[src/rtl/timer_msmt_arbiter.sv]
// Round-robin arbiter sharing one timer/averager measurement core between N_CH requesters.
// Paces the core's START/STOP pulses, enforces a run timeout and a result watchdog.
module timer_msmt_arbiter #(
  parameter int N_CH     = 4,
  parameter int RES_WDOG = 8,
  localparam int CW      = (N_CH > 1) ? $clog2(N_CH) : 1
) (
  input  logic            CLK,
  input  logic            RESET,
  input  logic [N_CH-1:0] REQ_START,
  input  logic [N_CH-1:0] REQ_STOP,
  input  logic [31:0]     TIMEOUT_LIMIT,
  output logic            TIMER_START,
  output logic            TIMER_STOP,
  input  logic [31:0]     TIMER_MSMT_VALUE,
  input  logic            TIMER_MSMT_VALID,
  output logic [31:0]     RES_VALUE,
  output logic            RES_VALID,
  output logic [CW-1:0]   RES_CH,
  output logic            RES_TIMEOUT,
  output logic [N_CH-1:0] GRANT,
  output logic [N_CH-1:0] PENDING,
  output logic            BUSY
);

  localparam int WDW = $clog2(RES_WDOG + 1);
  localparam logic [WDW-1:0] WDOG_LAST = WDW'(RES_WDOG - 1);

  localparam logic [2:0] S_IDLE  = 3'd0;
  localparam logic [2:0] S_START = 3'd1;
  localparam logic [2:0] S_RUN   = 3'd2;
  localparam logic [2:0] S_STOP  = 3'd3;
  localparam logic [2:0] S_WAIT  = 3'd4;

  logic [2:0]      r_state;
  logic [N_CH-1:0] r_pending;
  logic [N_CH-1:0] r_grant;
  logic [CW-1:0]   r_ch;
  logic [CW-1:0]   r_ptr;
  logic [31:0]     r_run_cnt;
  logic            r_stop_seen;
  logic            r_to_flag;
  logic [WDW-1:0]  r_wdog;
  logic            r_timer_start;
  logic            r_timer_stop;
  logic            r_busy;
  logic [31:0]     r_res_value;
  logic            r_res_valid;
  logic [CW-1:0]   r_res_ch;
  logic            r_res_timeout;

  logic [2:0]      w_state_nxt;
  logic            w_found;
  logic [CW-1:0]   w_sel_idx;
  logic [N_CH-1:0] w_sel_oh;
  logic [CW-1:0]   w_ptr_nxt;
  logic [N_CH-1:0] w_own;
  logic [N_CH-1:0] w_pend_nxt;
  logic            w_stop_req;
  logic            w_dwell_done;
  logic            w_limit_hit;
  logic            w_grant_go;
  logic            w_exit_stop;
  logic            w_exit_to;
  logic            w_res_hit;
  logic            w_res_lost;
  int unsigned     w_j;

  // First pending channel at or after the pointer, wrapping.
  always_comb begin
    w_found   = 1'b0;
    w_sel_idx = '0;
    w_sel_oh  = '0;
    w_j       = 0;
    for (int unsigned k = 0; k < unsigned'(N_CH); k++) begin
      w_j = k + 32'(r_ptr);
      if (w_j >= unsigned'(N_CH)) w_j = w_j - unsigned'(N_CH);
      if (!w_found && r_pending[w_j[CW-1:0]]) begin
        w_found                = 1'b1;
        w_sel_idx              = w_j[CW-1:0];
        w_sel_oh[w_j[CW-1:0]]  = 1'b1;
      end
    end
  end

  assign w_ptr_nxt    = (w_sel_idx == CW'(N_CH - 1)) ? '0 : w_sel_idx + CW'(1);
  assign w_own        = (r_state != S_IDLE) ? r_grant : '0;
  assign w_stop_req   = |(REQ_STOP & r_grant);
  assign w_dwell_done = (r_run_cnt >= 32'd2);
  assign w_limit_hit  = (TIMEOUT_LIMIT != '0) && (r_run_cnt >= TIMEOUT_LIMIT - 32'd1);

  always_comb begin
    w_state_nxt = r_state;
    w_grant_go  = 1'b0;
    w_exit_stop = 1'b0;
    w_exit_to   = 1'b0;
    w_res_hit   = 1'b0;
    w_res_lost  = 1'b0;
    case (r_state)
      S_IDLE: begin
        if (w_found) begin
          w_grant_go  = 1'b1;
          w_state_nxt = S_START;
        end
      end
      S_START: w_state_nxt = S_RUN;
      S_RUN: begin
        // Both exits wait out the dwell; a stop beats a same-cycle timeout.
        if (w_dwell_done && (r_stop_seen || w_stop_req)) begin
          w_exit_stop = 1'b1;
          w_state_nxt = S_STOP;
        end else if (w_dwell_done && w_limit_hit) begin
          w_exit_to   = 1'b1;
          w_state_nxt = S_STOP;
        end
      end
      S_STOP: w_state_nxt = S_WAIT;
      S_WAIT: begin
        if (TIMER_MSMT_VALID) begin
          w_res_hit   = 1'b1;
          w_state_nxt = S_IDLE;
        end else if (r_wdog >= WDOG_LAST) begin
          w_res_lost  = 1'b1;
          w_state_nxt = S_IDLE;
        end
      end
      default: w_state_nxt = S_IDLE;
    endcase
  end

  assign w_pend_nxt = (r_pending | (REQ_START & ~w_own)) & ~(w_grant_go ? w_sel_oh : '0);

  always_ff @(posedge CLK) begin
    if (RESET) begin
      r_state       <= S_IDLE;
      r_pending     <= '0;
      r_grant       <= '0;
      r_ch          <= '0;
      r_ptr         <= '0;
      r_run_cnt     <= '0;
      r_stop_seen   <= 1'b0;
      r_to_flag     <= 1'b0;
      r_wdog        <= '0;
      r_timer_start <= 1'b0;
      r_timer_stop  <= 1'b0;
      r_busy        <= 1'b0;
      r_res_value   <= '0;
      r_res_valid   <= 1'b0;
      r_res_ch      <= '0;
      r_res_timeout <= 1'b0;
    end else begin
      r_state       <= w_state_nxt;
      r_pending     <= w_pend_nxt;
      r_timer_start <= (w_state_nxt == S_START);
      r_timer_stop  <= (w_state_nxt == S_STOP);
      r_busy        <= (w_state_nxt != S_IDLE);

      // GRANT survives into the RES_VALID cycle and clears on the following idle cycle.
      if (w_grant_go) begin
        r_grant <= w_sel_oh;
        r_ch    <= w_sel_idx;
        r_ptr   <= w_ptr_nxt;
      end else if (r_state == S_IDLE) begin
        r_grant <= '0;
      end

      if (r_state == S_RUN) begin
        if (r_run_cnt != '1) r_run_cnt <= r_run_cnt + 32'd1;
      end else begin
        r_run_cnt <= '0;
      end

      if (r_state != S_RUN) r_stop_seen <= 1'b0;
      else if (!w_dwell_done && w_stop_req) r_stop_seen <= 1'b1;

      if (w_exit_stop)    r_to_flag <= 1'b0;
      else if (w_exit_to) r_to_flag <= 1'b1;

      if (r_state == S_STOP)      r_wdog <= WDW'(1);
      else if (r_state == S_WAIT) r_wdog <= r_wdog + WDW'(1);

      r_res_valid <= w_res_hit | w_res_lost;
      if (w_res_hit) begin
        r_res_value   <= TIMER_MSMT_VALUE;
        r_res_ch      <= r_ch;
        r_res_timeout <= r_to_flag;
      end else if (w_res_lost) begin
        r_res_value   <= '1;
        r_res_ch      <= r_ch;
        r_res_timeout <= 1'b1;
      end
    end
  end

  assign TIMER_START = r_timer_start;
  assign TIMER_STOP  = r_timer_stop;
  assign RES_VALUE   = r_res_value;
  assign RES_VALID   = r_res_valid;
  assign RES_CH      = r_res_ch;
  assign RES_TIMEOUT = r_res_timeout;
  assign GRANT       = r_grant;
  assign PENDING     = r_pending;
  assign BUSY        = r_busy;

endmodule

[config.mk]
export PLATFORM = sky130hd
export DESIGN_NAME = timer_msmt_arbiter
export DESIGN_NICKNAME = d
export VERILOG_FILES = /design/src/rtl/timer_msmt_arbiter.sv
export SDC_FILE = /design/constraint.sdc
export NUM_CORES = 1
export LEC_CHECK = 0
export CAP_MARGIN = 20
export CORE_ASPECT_RATIO = 1.5
export CORE_MARGIN = 2
export CORE_UTILIZATION = 55
export CTS_BUF_LIST = sky130_fd_sc_hd__clkbuf_16
export CTS_CLUSTER_DIAMETER = 150
export CTS_CLUSTER_SIZE = 28
export DETAILED_ROUTE_END_ITERATION = 6
export PLACE_DENSITY_LB_ADDON = 0.2
export SLEW_MARGIN = 20
export SYNTH_ARGS = -nofsm -noshare
export SYNTH_HDL_FRONTEND = slang
export SYNTH_SLANG_ARGS = --single-unit
[constraint.sdc]
create_clock -name CLK -period 9.9 [get_ports CLK]
set_clock_uncertainty 0.05 [all_clocks]
set_input_delay 1.485 -clock CLK [delete_from_list [all_inputs] [get_ports CLK]]
set_output_delay 1.485 -clock CLK [all_outputs]
set_load 0.01 [all_outputs]
==> summary.txt <==
Cts bufs inserted = 9
HPWL Detailed = 10810 microns
Gate Count Post-Synth = 648
H-tree depth = 3
Worst VDD drop = 145.0 uV
Max-cap viol count = 0
Post-CTS Hold Buffers = 0
Cts repair resizes = 0
Layout Nets = 870
Rel. slew slack = 29.27%
Hold path startpoint = r_ch[0]
Largest net degree at the start of global routing = 57
DRT Pass-1 Iters = 5
WHS Endpoint = r_ch[0]
Post-synth EDFFs = 0
Syn nets = 766
Sequential element share of the synthesized area = 34.15%
Die height = 125.3 microns
Longest Clk Path Bufs = 2
Initial core utilization = 55.99%
RSZ-0062 raised after global routing = no
Final setup TNS = 0 ps
Critical path's slowest cell = or4_4
Final setup margin = 4668 ps
DR iter-0 viols = 230
ANT cells = 0
GRT Residual Overflow = 0
Avg Cell Area, Syn = 8.324 sq um
Setup violations, final = 0
R2R cell count = 8
Crit path buffers/inverters = 1
Syn-to-layout area delta = 28.62%
CTS Sinks = 92
Hold Path Cell Cnt = 2
Hold Crit Class = reg2reg
Total power = 1.127 mW
CTS tree = yes
Pre-CTS WS = 4379 ps
GR Util All Layers = 26.63%
Clk root buf = clkbuf_16
FP Rows = 44
Clk slew on worst S/H paths = 70 ps
Largest area contributor in the netlist = dfxtp_1
Leakage = 2.432 nW
Peak Freq = 191.1 MHz
Top area cells in the synthesized netlist = dfxtp_1 34%, ha_1 10%, nor2_1 6.7%
PortBufs = 121
DRT antenna net count = 0
Routed Wire Length = 14360 microns
WS Path Type = in2reg
Most used cell, CP = nand2_1
Core Region = 9634 sq um
Mapped Area = 5394 sq um
Final Critical Period = 5232 ps
Hold Vio Cnt, Final = 0
Critical path, cell by cell = clkdlybuf4s50_1 -> or4_4 -> or3_4 -> or2_1 -> nor3_4 -> nand2_1 -> xor2_1 -> ha_1 -> nand4_1 -> nor4_1 -> nand2_1 -> a31oi_1 -> o211ai_1 -> a221oi_1
Fin util = 72.01%
Wire per inst = 16.48 microns
Fin. max-slew vios = 0
Reg-to-reg slack, setup = 6610 ps
YS warnings = 0
Layout cells sized above 1 = 4.630%
Post-synth top area share = 34.15%
Synth Flop Type = dfxtp_1
Worst R2R End = PENDING[0]
Critical path's largest stage delay = 580 ps
# IOs = 122
Synth unique cells = 59
Worst Path Required = 10090 ps
First-pass GRT wire length = 23260 microns
CP Max Fanout = 7
Setup crit start kind = input pin
Post-CTS Setup Bufs = 0
Critical Path End Type = register
Vias per cell = 6.069
Metal3 WL = 628 microns
Synth Register Bits = 92
M1 wire length = 5293 microns
Top Metal Used = met4
Final period util = 52.85%
Worst Tran Pin Value = 1055 ps
Critical path arrival = 5420 ps
Status = finished, final reports clean
CP top delay family = simple AND/OR/NAND/NOR gates
Met2 WL = 7983 microns
Skew-Pair Late Insertion Delay = 350 ps
RD Place Congestion = 0.9279
Total number of vias = 5286
Asr flop ratio synth = 0%
Initial antenna violation count = 0
Die X = 84.86 microns
DRC viols = 0
PD cells = 162.5 nW/um^2
Die area = 10630 sq um
Vias in the first global route = 5072
-- cell usage in the layout, fill, tap and decap left out, types with 6 or more instances in the layout --
cell             synthesis  routed
clkdlybuf4s50_1          0     120
nor2_1                  96      96
dfxtp_1                 92      92
nand2_1                 43      43
ha_1                    43      43
o22ai_1                 34      34
a21oi_1                 33      33
xor2_1                  32      32
nor3_1                  25      24
xnor2_1                 23      23
nand4_1                 20      20
nand3_1                 18      18
o21ai_0                 18      18
nor4_1                  16      16
a211oi_1                12      12
inv_1                    8       9
a22oi_1                  9       9
clkbuf_16                0       9
nand2b_1                 7       7
a31oi_1                  7       7
or3_1                    7       6
-- where the power goes --
group	leakage (nW)	switching (mW)	internal, mW
sequential	0.744	0.0524	0.402
combinational	1.56	0.188	0.170
clock	0.130	0.146	0.169
total	2.43	0.387	0.741
-- flip-flops by register name (all words and copies together), names as in the netlist, named ones only --
| signal | cells |
|---|---|
| BUSY | 1 |
| GRANT | 4 |
| PENDING | 4 |
| RES_CH | 2 |
| RES_TIMEOUT | 1 |
| RES_VALID | 1 |
| RES_VALUE | 32 |
| TIMER_START | 1 |
| TIMER_STOP | 1 |
| r_ch | 2 |
| r_ptr | 1 |
| r_run_cnt | 32 |
| r_state | 3 |
| r_stop_seen | 1 |
| r_to_flag | 1 |
| r_wdog | 4 |
-- per-layer routing --
layer | global-route usage [%] | up-vias
met5 | 0 | -
met1 | 28.13 | 2486
met2 | 50.95 | 173
met4 | 12.32 | 0
li1 | - | 2600
met3 | 3.366 | 27
-- stage by stage --
step / hold WS [ps] / area [sq um] / std cells
after global placement: 399.5 / 6643 / 855
after CTS: 418.6 / 6909 / 870
after global routing: 442.2 / 6938 / 871
final: 414.1 / 6938 / 871
after detailed placement: 409.2 / 6643 / 855
after floorplan: 386.0 / 5394 / 648
-- cells in the mapped netlist, types with 2 or more instances --
cell type	instances
nor3_1	25
nor3b_1	2
or4_4	2
or3_1	7
or4_1	3
o22ai_1	34
a31oi_1	7
and3_1	4
nor3_2	3
a22o_1	4
a21oi_1	33
a22oi_1	9
xnor2_1	23
nand4_1	20
a311oi_1	2
nand3b_1	5
and4_1	2
nor2b_1	5
nor4_1	16
mux2i_1	2
a21boi_0	2
a2111o_1	2
nand3_1	18
xor2_1	32
a211oi_1	12
ha_1	43
inv_1	8
nor4_2	2
and2_1	3
clkbuf_1	29
nand4b_1	2
nand2b_1	7
o21ai_0	18
o211ai_1	5
nor2_1	96
or2_2	3
dfxtp_1	92
mux4_2	3
nand2_1	43
-- kinds of logic after synthesis --
group,Yosys count,share of synthesized area [%]
muxes,5,1.624
buffers and inverters,38,2.667
xor gates and xnor gates,55,8.931
adders and majority gates,43,9.975
AOI/OAI and AO/OA,141,16.89
and+or+nand+nor,274,25.77
DFF,92,34.15
-- final cells by class --
type | count | area, sq um
Tap cell | 115 | 143.9
Multi-Input combinational cell | 518 | 3415
Inverter | 8 | 30.03
Clock inverter | 6 | 41.29
Fill cell | 758 | 2696
Sequential cell | 92 | 1842
Timing Repair Buffer | 123 | 1241
Clock buffer | 9 | 225.2
-- worst min-delay path: stages (launching register included) --
cell and delay, ps:
dfxtp_1 310, nand2_1 50, a21oi_1 50
-- how the worst max path moves through the flow --
| stage | startpoint | depth (start not counted) | endpoint |
|---|---|---|---|
| 2_1_floorplan | TIMEOUT_LIMIT[9] | 14 | r_to_flag |
| 3_3_place_gp | TIMEOUT_LIMIT[9] | 14 | r_to_flag |
| 6_report | TIMEOUT_LIMIT[9] | 14 | r_to_flag |
| 4_1_cts | TIMEOUT_LIMIT[9] | 14 | r_state[0] |
| 3_5_place_dp | TIMEOUT_LIMIT[9] | 14 | r_state[0] |
| 5_1_grt | TIMEOUT_LIMIT[9] | 14 | r_state[0] |
Power figures use the tool's default switching activity.
